--- src/rtl/uch.sv ---
// Single-digit up-counter for a seven-segment display: counts 0-F in hex mode
// or 0-9 in BCD mode. The mode select is sampled on the same edge as the count.
module uch (
  input  logic       uch_clk,
  input  logic       uch_rst,
  input  logic       uch_sel,
  output logic [3:0] uch_q
);

  logic [3:0] r_q;
  logic [3:0] w_next;

  // Hex wraps F->0 through natural 4-bit overflow. In BCD mode, 9 and the
  // out-of-range codes A-F (left over from hex mode) all go to 0.
  always_comb begin
    w_next = r_q + 4'd1;
    if (uch_sel && (r_q >= 4'd9)) begin
      w_next = 4'd0;
    end
  end

  always_ff @(posedge uch_clk) begin
    if (uch_rst) begin
      r_q <= 4'd0;
    end else begin
      r_q <= w_next;
    end
  end

  assign uch_q = r_q;

endmodule

--- config.mk ---
export PLATFORM = sky130hd
export DESIGN_NAME = uch
export DESIGN_NICKNAME = d
export VERILOG_FILES = /design/src/rtl/uch.sv
export SDC_FILE = /design/constraint.sdc
export NUM_CORES = 1
export LEC_CHECK = 0
export BUFFER_PORTS_ARGS = -buffer_cell sky130_fd_sc_hd__buf_2
export CORE_AREA = 4 4 41 43
export CTS_CLUSTER_SIZE = 30
export DETAILED_ROUTE_END_ITERATION = 10
export DIE_AREA = 0 0 45 47
export HOLD_SLACK_MARGIN = 0.02
export PLACE_DENSITY = 0.36
export SLEW_MARGIN = 20
export SYNTH_ARGS = -nofsm -noshare
export SYNTH_HDL_FRONTEND = slang
export SYNTH_SLANG_ARGS = --single-unit
--- constraint.sdc ---
create_clock -name uch_clk -period 1.6 [get_ports uch_clk]
set_clock_uncertainty 0.2 [all_clocks]
set_input_delay 0.24 -clock uch_clk [delete_from_list [all_inputs] [get_ports uch_clk]]
set_output_delay 0.24 -clock uch_clk [all_outputs]
set_load 0.02 [all_outputs]
==> results.tsv <==
stage	metric	value	unit
place	IO buf count	6	
power	total power	0.285	mW
cells_and_area	post-route core utilization	20.9	%
clock_tree	Root Driver	clkbuf_4	
power	sw power	0.0692	mW
global_routing	initial antenna violation count	0	
run	maxcap violations	0	
setup_path	Max FO, Critical Path	4	
yosys	sequential element share of the synthesized area	43.5	%
yosys	area of the mapped netlist	184	um2
routing	Vias	159	
yosys	area fraction of the dominant cell type after synthesis	43.5	%
sta	worst setup margin	0.0854	ns
place	placed cell areas	249	um2
setup_path	CP Capture Type	register	
routing	wire per inst	8.20	um
die	IO Pins	7	
clock_tree	H-tree Lvls	1	
routing	DRC Markers	0	
power	Clk pwr share	42.5	%
setup_path	Crit path max-delay family	simple AND/OR/NAND/NOR gates	
place	placed instance count	42	
sta	Worst-Margin Slew	0.142	ns
setup_path	Arr. time, crit path	1.48	ns
routing	WL final	369	um
yosys	Syn Area/Cell	9.68	um2
yosys	async set-reset flop share out of synthesis	0	%
setup_path	Critical Path RT	1.57	ns
clock_tree	later-pin clock latency in the skew report	0.23	ns
sta	Tmin final	1.51	ns
power	P per Cell Area	1050	nW/um2
yosys	Synth warnings	0	
power	Leakage	0.139	nW
sta	final hold violation count	0	
cells_and_area	Final nets	38	
power	sw frac	24.3	%
yosys	Top FF cell, synth	dfxtp_1	
yosys	Post-synth EDFFs	0	
die	Die Footprint	2120	um2
cells_and_area	Area growth syn-to-layout	47.6	%
worst_hold_path	worst hold path type	in2reg	
yosys	register bit total from synthesis	4	
die	core box area	1300	um2
sta	slew margin rel.	90.5	%
clock_tree	hold bufs inserted after CTS	0	
place	pre-CTS WS	0.0530	ns
cells_and_area	Largest register FFs	4	
cells_and_area	layout cells sized above 1	43.3	%
routing	Via density	3.53	
yosys	Synth cell types	9	
setup_path	Slowest cell on crit path	or3b_1	
place	gpl congestion	0.672	
status	status	finished, final reports clean	
die	DIE WIDTH	45	um
clock_tree	number of clock sinks	4	
routing	DRT Pass-1 Iters	1	
global_routing	GRT overflow	0	
sta	fmax	0.660	GHz
setup_path	CP bufs+invs	1	
clock_tree	clock buffer depth	2	
die	Die Y	47	um
yosys	Yosys top cell by area	dfxtp_1	
power	combinational power share	17.8	%
sta	Setup violations, final	0	
yosys	most area-consuming cells after synthesis	dfxtp_1, ha_1, nor2_1	
setup_path	crit start category	register	
power	peak supply drop	320	uV
global_routing	gr usage total	4.51	%
sta	Slew Viols, Final	0	
global_routing	vias in the first global route	171	
clock_tree	post_cts resized	0	
yosys	Syn Nets	25	
clock_tree	CTS tree	built	
yosys	most frequent cells after synthesis	dfxtp_1, nor2_1, ha_1, inv_1	
global_routing	largest net degree at the start of global routing	5	
die	Starting Density	14.1	%
power	sequential power share	39.7	%
clock_tree	CTS clk-pin slew, worst paths	0.03	ns
setup_path	worst-path cell chain	inv_1 -> ha_1 -> or3b_1 -> a31o_2 -> nor2_1	
cells_and_area	Ant. Diodes	0	
yosys	Synth Instances	19	
sta	setup TNS	0	ns
sta	unrepaired setup endpoints after global routing	no	
routing	initial drt markers	0	
cells_and_area	fin cells	45	
cells_and_area	post-route cell area	272	um2
routing	Routed Antenna Nets	0	
global_routing	first-pass GRT wire length	607	um
die	row count	13	
clock_tree	Post-CTS Setup Inserts	0	
setup_path	critical path's largest stage delay	0.35	ns
clock_tree	CTS buffer count	3	
setup_path	WS Path Type	reg2reg	
sta	Fin Hold WS	0.0869	ns
power	Internal	0.215	mW
sta	Final Cycle Share	94.7	%
[cells in the final DEF, fill, tap and decap left out]
| master | instances |
|---|---|
| dfxtp_1 | 3 |
| ha_1 | 3 |
| clkbuf_4 | 3 |
| or3b_1 | 1 |
| xor2_1 | 1 |
| xnor2_1 | 1 |
| inv_1 | 3 |
| buf_4 | 2 |
| dfxtp_2 | 1 |
| nor2_1 | 4 |
| nand3_1 | 1 |
| buf_2 | 6 |
| a31o_2 | 1 |
[path summary, 6_finish.rpt]
check,start,to,slack (ns),cells past startpoint
max reg2reg,uch_q[1]$_SDFF_PP0_,uch_q[3]$_SDFF_PP0_,0.09,5
min reg2reg,uch_q[3]$_SDFF_PP0_,uch_q[3]$_SDFF_PP0_,0.35,2
max,uch_q[1]$_SDFF_PP0_,uch_q[3]$_SDFF_PP0_,0.09,5
min,uch_rst,uch_q[1]$_SDFF_PP0_,0.09,3
[layout make-up]
class	count	area, um2
multi-input cells	12	92.6
flip-flops and latches	4	81.3
inverters	3	11.3
fillers	158	1030
well taps	15	18.8
repair buffers	8	45.0
clock buffers	3	22.5
[metal layers]
layer | up-vias | GRT usage [%] | wire length (um)
met2 | 4 | 8.19 | 227
met3 | 2 | 1.53 | 15
met4 | 0 | 7.02 | 18
met5 | - | 0 | 0
met1 | 71 | 2.73 | 107
li1 | 82 | - | -
[kinds of logic (layout without fill, tap and decap cells)]
family	after synthesis	after routing	share of synthesized area, %
AO/OA/AOI/OAI	1	1	4.76
XOR/XNOR	2	2	9.53
adder cells (fa/ha/maj)	3	3	20.4
buffers and inverters	3	14	6.12
flip-flops	4	4	43.5
AND/OR/NAND/NOR	6	6	15.6
[worst min-delay path: cells and delay by family]
family          cells  cell delay (ns)
buf+inv             1             0.07
compound gates      1             0.12
simple gates        1             0.04
[power by group through the flow]
stage / Clock, mW / Sequential (mW) / Combinational, mW
2_1_floorplan: 0 / 0.125 / 0.0192
3_3_place_gp: 0 / 0.114 / 0.0508
3_5_place_dp: 0 / 0.115 / 0.0529
4_1_cts: 0.128 / 0.113 / 0.0531
5_1_grt: 0.130 / 0.114 / 0.0582
6_report: 0.121 / 0.113 / 0.0507
Note: power is estimated with default switching activity, not from simulation.
